==> src/rtl/btn_conditioner.sv <==
// Multi-channel pushbutton front end: per channel a 2-flop synchroniser, counter
// debouncer, registered level, press/auto-repeat pulse and release pulse.
module btn_conditioner #(
   parameter int unsigned N          = 4,
   parameter int unsigned DB_CYCLES  = 4,
   parameter int unsigned RPT_DELAY  = 16,
   parameter int unsigned RPT_PERIOD = 4
) (
   input  logic         clk,
   input  logic         reset,
   input  logic [N-1:0] key_i,
   input  logic [N-1:0] rpt_en_i,
   output logic [N-1:0] level_o,
   output logic [N-1:0] out_o,
   output logic [N-1:0] release_o
);

   localparam int unsigned CNT_W   = $clog2(DB_CYCLES + 1);
   localparam int unsigned RPT_MAX = (RPT_DELAY > RPT_PERIOD) ? RPT_DELAY : RPT_PERIOD;
   localparam int unsigned RC_W    = $clog2(RPT_MAX + 1);

   typedef enum logic [1:0] {
      ST_RELEASED = 2'd0,
      ST_HOLD_DLY = 2'd1,
      ST_HOLD_RPT = 2'd2
   } state_e;

   for (genvar i = 0; i < N; i++) begin : g_ch
      logic             s1_q, s2_q;
      logic             level_q, level_d;
      logic [CNT_W-1:0] cnt_q, cnt_d;
      logic [RC_W-1:0]  rc_q, rc_d;
      state_e           state_q, state_d;
      logic             out_q, out_d;
      logic             rel_q, rel_d;
      logic             rpt_due;

      always_ff @(posedge clk or negedge reset) begin
         if (!reset) begin
            s1_q    <= 1'b0;
            s2_q    <= 1'b0;
            level_q <= 1'b0;
            cnt_q   <= '0;
            rc_q    <= '0;
            state_q <= ST_RELEASED;
            out_q   <= 1'b0;
            rel_q   <= 1'b0;
         end else begin
            s1_q    <= key_i[i];
            s2_q    <= s1_q;
            level_q <= level_d;
            cnt_q   <= cnt_d;
            rc_q    <= rc_d;
            state_q <= state_d;
            out_q   <= out_d;
            rel_q   <= rel_d;
         end
      end

      // Level flips on the edge the disagreement run would reach DB_CYCLES samples.
      always_comb begin
         level_d = level_q;
         cnt_d   = '0;
         if (s2_q != level_q) begin
            if (cnt_q == CNT_W'(DB_CYCLES - 1)) begin
               level_d = ~level_q;
            end else begin
               cnt_d = cnt_q + CNT_W'(1);
            end
         end
      end

      always_comb begin
         rpt_due = ((state_q == ST_HOLD_DLY) && (rc_q == RC_W'(RPT_DELAY - 1))) ||
                   ((state_q == ST_HOLD_RPT) && (rc_q == RC_W'(RPT_PERIOD - 1)));
      end

      // Pulses are computed from level_d so they line up with the registered level edge.
      always_comb begin
         state_d = state_q;
         rc_d    = rc_q;
         out_d   = 1'b0;
         rel_d   = 1'b0;
         case (state_q)
            ST_RELEASED: begin
               if (level_d) begin
                  state_d = ST_HOLD_DLY;
                  rc_d    = '0;
                  out_d   = 1'b1;
               end
            end
            ST_HOLD_DLY, ST_HOLD_RPT: begin
               if (!level_d) begin
                  state_d = ST_RELEASED;
                  rc_d    = '0;
                  rel_d   = 1'b1;
               end else if (!rpt_en_i[i]) begin
                  state_d = ST_HOLD_DLY;
                  rc_d    = '0;
               end else if (rpt_due) begin
                  state_d = ST_HOLD_RPT;
                  rc_d    = '0;
                  out_d   = 1'b1;
               end else begin
                  rc_d = rc_q + RC_W'(1);
               end
            end
            default: begin
               state_d = ST_RELEASED;
               rc_d    = '0;
            end
         endcase
      end

      assign level_o[i]   = level_q;
      assign out_o[i]     = out_q;
      assign release_o[i] = rel_q;
   end

endmodule

==> config.mk <==
export PLATFORM = sky130hd
export DESIGN_NAME = btn_conditioner
export DESIGN_NICKNAME = d
export VERILOG_FILES = /design/src/rtl/btn_conditioner.sv
export SDC_FILE = /design/constraint.sdc
export NUM_CORES = 1
export LEC_CHECK = 0
export BUFFER_PORTS_ARGS = -buffer_cell sky130_fd_sc_hd__buf_4
export CAP_MARGIN = 20
export CORE_MARGIN = 1.5
export CORE_UTILIZATION = 56
export DETAILED_ROUTE_END_ITERATION = 16
export GPL_TIMING_DRIVEN = 0
export PLACE_DENSITY = 0.85
export SLEW_MARGIN = 20
export SYNTH_ARGS = -nofsm -noshare
export SYNTH_HDL_FRONTEND = slang
export SYNTH_SLANG_ARGS = --single-unit
export TNS_END_PERCENT = 50
==> constraint.sdc <==
create_clock -name clk -period 2.5 [get_ports clk]
set_clock_uncertainty 0.15 [all_clocks]
set_input_delay 0.5 -clock clk [delete_from_list [all_inputs] [get_ports clk]]
set_output_delay 0.5 -clock clk [all_outputs]
set_load 0.005 [all_outputs]
==> out/results.ini, run 1 <==
[placement]
dp_hpwl_um = 3270
dp.cells = 357
routabilityCongestion = 0.858
port_buffers = 21

[cells_and_area]
diodes = 0
stdcell_count = 372
area_delta_synth_final_pct = 14.7
nets = 336
drive_gt1_frac = 0.179

[drt]
final_antenna_net_count = 0
vias = 1989
drt_iter0_drc = 51
drt_pass1_iterations = 4
avgRoutedWirePerCell_um = 12.2
drt-total-wl_um = 4520
drc_errors = 0
vias_per_cell = 5.35

[run]
drv_cap = 0

[critical_path]
path_class = register to register
startpoint_type = register
critPathRequiredTime_ps = 2560
cp_max_fo = 6
crit_slowest_cell = nor3_1
arrival_ps = 2330
max_stage_delay_ps = 500
worstPathCellList = ha_1 > and3_1 > ha_1 > a32o_1 > nor3_1 > o21ai_0 > o41ai_1
r2r_setup_slack_ps = 230
crit_top_cell = ha_1
end_kind = register

[sta]
timing.fmax_ghz = 0.440
setup_viol = 0
holdWs_ps = 75.7
tightest_slew_ps = 727
finalSetupTns_ps = 0
finalCriticalPeriod_ps = 2270
grt_setup_unrepaired = no
timing.final.crit_share = 0.909
hold_violations = 0
drv_slew = 0
relSlewSlack = 0.515

[global_routing]
grt_pass1_wl_um = 7690
grt_max_degree = 61
track_usage = 0.182
antenna_found_initial = 0
first_global_vias = 1867
grt.overflow.total = 0

[yosys]
syn_nets = 304
synth_cell_types = 40
syn-cell-area_sq_mm = 0.00293
synthCells = 266
synth_seq_area_share = 0.513
ys_ff_latch = 60
yosysWarnings = 0
syn_avg_cell_area_sq_um = 11.0

[clock_network]
cts.sinks = 60
clock_latency_ps = 330
postCtsSetupBuffers = 0
hold_buffers = 0
cts_tree = done
cts_buffers = 9
cts_resized = 0
ctsHtreeMaxLevel = 3
cts_buffer_depth = 2
root_buffer = clkbuf_8
cts.clk_slew.worst_paths_ps = 60

[pwr]
total_power_w = 0.00340
p_per_area_mw_per_mm2 = 1010
p_leak_nw = 1.70
max-vdd-ir-drop_uv = 554

[die]
die_h_um = 75.3
dieWidth_um = 75.3
die_area_sq_mm = 0.00567
fp.coreArea_sq_mm = 0.00507
initial_utilization = 0.577
rows = 26
io_pins = 22

[min_path]
hold_path_class = primary input to asynchronous set/reset pin

[status]
status = finished clean

flip-flops by register name, summed over array words and instances, names as in the netlist:
name	count
g_ch.rel_q	4
g_ch.cnt_q	12
g_ch.rc_q	20
g_ch.level_q	4
g_ch.s2_q	4
g_ch.out_q	4
g_ch.s1_q	4
g_ch.state_q	8
stage by stage:
stage / utilization / area, sq um / setup slack [ps]
global placement: 0.625 / 3170 / 265
detailed placement: 0.625 / 3170 / 193
CTS: 0.662 / 3360 / 172
floorplan: - / 2930 / 348
finish: 0.662 / 3360 / 227
global route: 0.662 / 3360 / 35.3
final timing paths:
path	start	to	depth (start not counted)
max	g_ch[3].rc_q[0]	g_ch[3].state_q[0]	7
min	reset	g_ch[3].cnt_q[1]	1
max reg2reg	g_ch[3].rc_q[0]	g_ch[3].state_q[0]	7
min reg2reg	g_ch[3].s1_q	g_ch[3].s2_q	0
max in group asynchronous	reset	g_ch[0].rc_q[4]	1
min in group clk	key_i[2]	g_ch[2].s1_q	1
cell usage in the layout (no fill, tap or decap), types with 10 or more instances in the layout:
master,instances
nor2_1,10
dfrtp_1,60
buf_4,33
clkbuf_8,10
ha_1,28
inv_1,22
o21ai_0,19
nand2_1,21
worst max-delay path: cells and delay by family (launching register included):
kind / cells / cell delay (ps)
adder cells (fa/ha/maj): 2 / 400
AO/OA/AOI/OAI: 3 / 520
flip-flops: 1 / 400
AND/OR/NAND/NOR: 2 / 680
kinds of logic after synthesis:
logic type	after synthesis	share of synthesized area
simple gates	81	0.156
flops	60	0.513
buf+inv	35	0.0602
fa+ha+maj	28	0.120
compound gates	52	0.119
mux	6	0.0205
xor+xnor	4	0.0120
where the power goes:
| group | leakage, nW | total (W) | switching (W) | internal, W |
|---|---|---|---|---|
| Clock | 0.0935 | 0.000819 | 0.000337 | 0.000481 |
| Combinational | 0.824 | 0.00124 | 0.000644 | 0.000591 |
| Sequential | 0.785 | 0.00134 | 0.000145 | 0.00120 |
per-layer routing:
metal	global-route usage	up-vias	wire [um]
li1	-	983	-
met1	0.209	971	2030
met2	0.307	28	2220
met3	0.0780	7	206
met4	0.0635	0	61
met5	0	-	0
Yosys cell counts, drive strengths merged:
library cell	n	area, sq um
and3	6	37.5
a21oi	6	30.0
o2bb2ai	1	8.76
nand2b	3	26.3
a22o	7	63.8
clkbuf	1	3.75
a21o	1	8.76
dfrtp	60	1500
and3b	2	17.5
o22ai	3	18.8
o31ai	1	7.51
or3	4	30.0
nand4	3	18.8
or4	2	15.0
inv	22	82.6
ha	28	350
mux2i	6	60.1
xor2	2	17.5
nor3b	4	30.0
nand3	4	20.0
o41ai	3	26.3
o21ai	19	95.1
nor2b	7	51.3
nor2	10	37.5
nor3	6	35.0
a22oi	1	7.51
and2	8	52.6
or2b	1	7.51
a32o	5	50.1
a31oi	5	31.3
buf	12	90.1
nand2	21	78.8
xnor2	2	17.5
final cells by class:
type,count,area [sq um]
plain buffers,13,93.8
clock buffers,13,149
clock inverters,2,35.0
fillers,421,1720
inverters,22,82.6
multi-input cells,171,1250
flip-flops and latches,60,1500
well taps,70,87.6
repair buffers,21,158
Note: power is estimated with default switching activity, not from simulation.
==> run 2, diff against run 1 <==
--- a/config.mk
+++ b/config.mk
@@ -8,12 +8,11 @@
 export BUFFER_PORTS_ARGS = -buffer_cell sky130_fd_sc_hd__buf_4
 export CAP_MARGIN = 20
 export CORE_MARGIN = 1.5
-export CORE_UTILIZATION = 56
+export CORE_UTILIZATION = 54
 export DETAILED_ROUTE_END_ITERATION = 16
 export GPL_TIMING_DRIVEN = 0
-export PLACE_DENSITY = 0.85
-export SLEW_MARGIN = 20
+export PLACE_DENSITY = 0.86
 export SYNTH_ARGS = -nofsm -noshare
 export SYNTH_HDL_FRONTEND = slang
 export SYNTH_SLANG_ARGS = --single-unit
-export TNS_END_PERCENT = 50
+export TNS_END_PERCENT = 30
==> constraint.sdc (replaced) <==
create_clock -name clk -period 2 [get_ports clk]
set_clock_uncertainty 0.15 [all_clocks]
set_input_delay 0.4 -clock clk [delete_from_list [all_inputs] [get_ports clk]]
set_output_delay 0.4 -clock clk [all_outputs]
set_load 0.005 [all_outputs]
==> run 2 against run 1 <==
  * The run now ends with negative setup slack left
  * Critical path type unchanged
  * Largest power group is now combinational logic
  * Worst setup slack lost 310 ps
  * Die area up 3.6%
  * Fmax rose by 8.9%
==> out/results.ini, run 2 (synthesis gave the netlist of run 1 again) <==
[status]
status = complete, but fails checks
violations = negative setup slack

[critical_path]
path_class = register to register
critPathRequiredTime_ps = 2110  ; -450 ps
end_kind = register
cp_max_fo = 5  ; -1
critical_path.top_delay_family = simple AND/OR/NAND/NOR gates
path_buf_inv = 0  ; unchanged
worstPathCellList = ha_2 > and3_4 > ha_4 > a32o_2 > or3_4 > or3_1 > o21ai_1
max_stage_delay_ps = 380  ; -120 ps
crit_slowest_cell = dfrtp_1
arrival_ps = 2200  ; -130 ps
startpoint_type = register

[cells_and_area]
regMostFlops = g_ch.rc_q
largest_reg_flops = 20  ; unchanged
reg.largest.list = g_ch.rc_q: 20 flops, g_ch.cnt_q: 12 flops, g_ch.state_q: 8 flops
nFillCells = 327  ; -22%
final_cell_mix = dfrtp_1 (60), buf_4 (49), inv_1 (21), nand2_1 (21), ha_1 (19)
stdcell_count = 393  ; +5.6%
final_util = 0.733  ; +0.0717
drive_gt1_frac = 0.347  ; +0.168
diodes = 0  ; unchanged
nets = 356  ; +6.0%
area_delta_synth_final_pct = 29.5
layout_commonest_cell = dfrtp_1

[clock_network]
cts.sinks = 60  ; unchanged
cts_buffers = 9  ; unchanged
ctsHtreeMaxLevel = 3  ; unchanged
root_buffer = clkbuf_8
clock_latency_ps = 340  ; about the same
cts.clk_slew.worst_paths_ps = 70  ; about the same
cts_buffer_depth = 2  ; unchanged
cts_tree = done

[sta]
hold_violations = 0  ; unchanged
drv_slew = 0  ; unchanged
finalSetupTns_ps = -212  ; -212 ps
relSlewSlack = 0.519  ; +0.00340
setup_ws_ps = -88.2  ; -315 ps
timing.fmax_ghz = 0.479  ; +8.9%
holdWs_ps = 199  ; +123 ps
tightest_slew_ps = 722  ; -5.10 ps
finalCriticalPeriod_ps = 2090  ; -185 ps
grt_setup_unrepaired = yes
timing.final.crit_share = 1.04  ; +0.135
setup_viol = 5  ; +5

[die]
fp.coreArea_sq_mm = 0.00517  ; +1.9%
io_pins = 22  ; unchanged
initial_utilization = 0.566  ; -0.0109
dieWidth_um = 76.7  ; +1.8%
rows = 26  ; unchanged
die_area_sq_mm = 0.00588  ; +3.6%
die_h_um = 76.7  ; +1.8%

[global_routing]
antenna_found_initial = 0  ; unchanged
track_usage = 0.211  ; +0.0288
first_global_vias = 2125  ; +14%
grt.overflow.total = 0  ; unchanged
grt_max_degree = 61  ; unchanged
grt_pass1_wl_um = 9540  ; +24%

[pwr]
p_per_area_mw_per_mm2 = 1280  ; +26%
p_leak_nw = 1.85  ; +8.6%
max-vdd-ir-drop_uv = 696  ; +26%

[placement]
dp.cells = 357  ; unchanged
dp_hpwl_um = 3380  ; +3.2%
routabilityCongestion = 0.789  ; -8.1%
port_buffers = 21  ; unchanged
pre_cts_slack_ps = -245  ; -437 ps

[min_path]
hold_path_class = register to register

[drt]
drt_iter0_drc = 126  ; +150%
drt-total-wl_um = 5610  ; +24%
vias = 2115  ; +6.3%
avgRoutedWirePerCell_um = 14.3  ; +17%
drc_errors = 0  ; unchanged
drt_pass1_iterations = 4  ; unchanged
vias_per_cell = 5.38  ; +0.65%
final_antenna_net_count = 0  ; unchanged

[run]
drv_cap = 0  ; unchanged

run 2: cell types whose count changed in the layout (fill, tap and decap cells not counted), moves of 5 or more:
cell / previous run / this run
o21ai_2: 0 / 5
dlygate4sd3_1: 0 / 5
o21ai_1: 0 / 7
o21ai_0: 19 / 7
ha_1: 28 / 19
ha_4: 0 / 5
buf_4: 33 / 49
run 2: report_power, final:
group | switching [W] | internal, W | total (W)
Sequential | 0.000198 | 0.00150 | 0.00169
Combinational | 0.000973 | 0.000950 | 0.00192
Clock | 0.000491 | 0.000732 | 0.00122
run 2: what timing repair did:
item	4_1_cts	5_1_grt
pin swaps	15	11
endpoints found under the setup margin	25	21
endpoints found under the hold margin	64	0
resized for setup	27	29
hold buffers	5	0
setup buffers	11	5
run 2: metal layers:
layer | wire, um | up-vias | GRT usage
met5 | 0 | - | 0
met4 | 140 | 0 | 0.119
met3 | 215 | 12 | 0.0631
met2 | 2850 | 57 | 0.341
met1 | 2400 | 1014 | 0.252
li1 | - | 1032 | -
run 2: through the flow:
stage / total power [W] / cell area, sq um
floorplan: 0.00278 / 2940
global placement: 0.00318 / 3180
detailed placement: 0.00326 / 3180
CTS: 0.00469 / 3670
global route: 0.00517 / 3790
finish: 0.00484 / 3790
run 2: final timing paths:
| check | startpoint | endpoint | slack (ps) | cells past startpoint |
|---|---|---|---|---|
| worst max-delay path | g_ch[2].rc_q[0] | g_ch[2].rc_q[3] | -90 | 7 |
| worst min-delay path | g_ch[0].s1_q | g_ch[0].s2_q | 200 | 0 |
| worst max register to register | g_ch[2].rc_q[0] | g_ch[2].rc_q[3] | -90 | 7 |
| worst min register to register | g_ch[0].s1_q | g_ch[0].s2_q | 200 | 0 |
| max in group asynchronous | reset | g_ch[3].state_q[0] | 720 | 2 |
| min in group asynchronous | reset | g_ch[2].state_q[1] | 510 | 2 |
run 2: layout make-up:
type	count	area (sq um)	area share
sequential	60	1500	0.396
tap	70	87.6	0.0231
multi-input combinational	171	1480	0.390
clock buffer	10	138	0.0363
timing repair buffer	42	328	0.0864
buffer	12	90.1	0.0237
clock inverter	6	87.6	0.0231
inverter	22	82.6	0.0218
run 2: worst reg2reg max path, cell delays in order (launching register included):
cell and delay, ps:
dfrtp_1 380, ha_2 200, and3_4 150, ha_4 150
a32o_2 250, or3_4 360, or3_1 310, o21ai_1 80
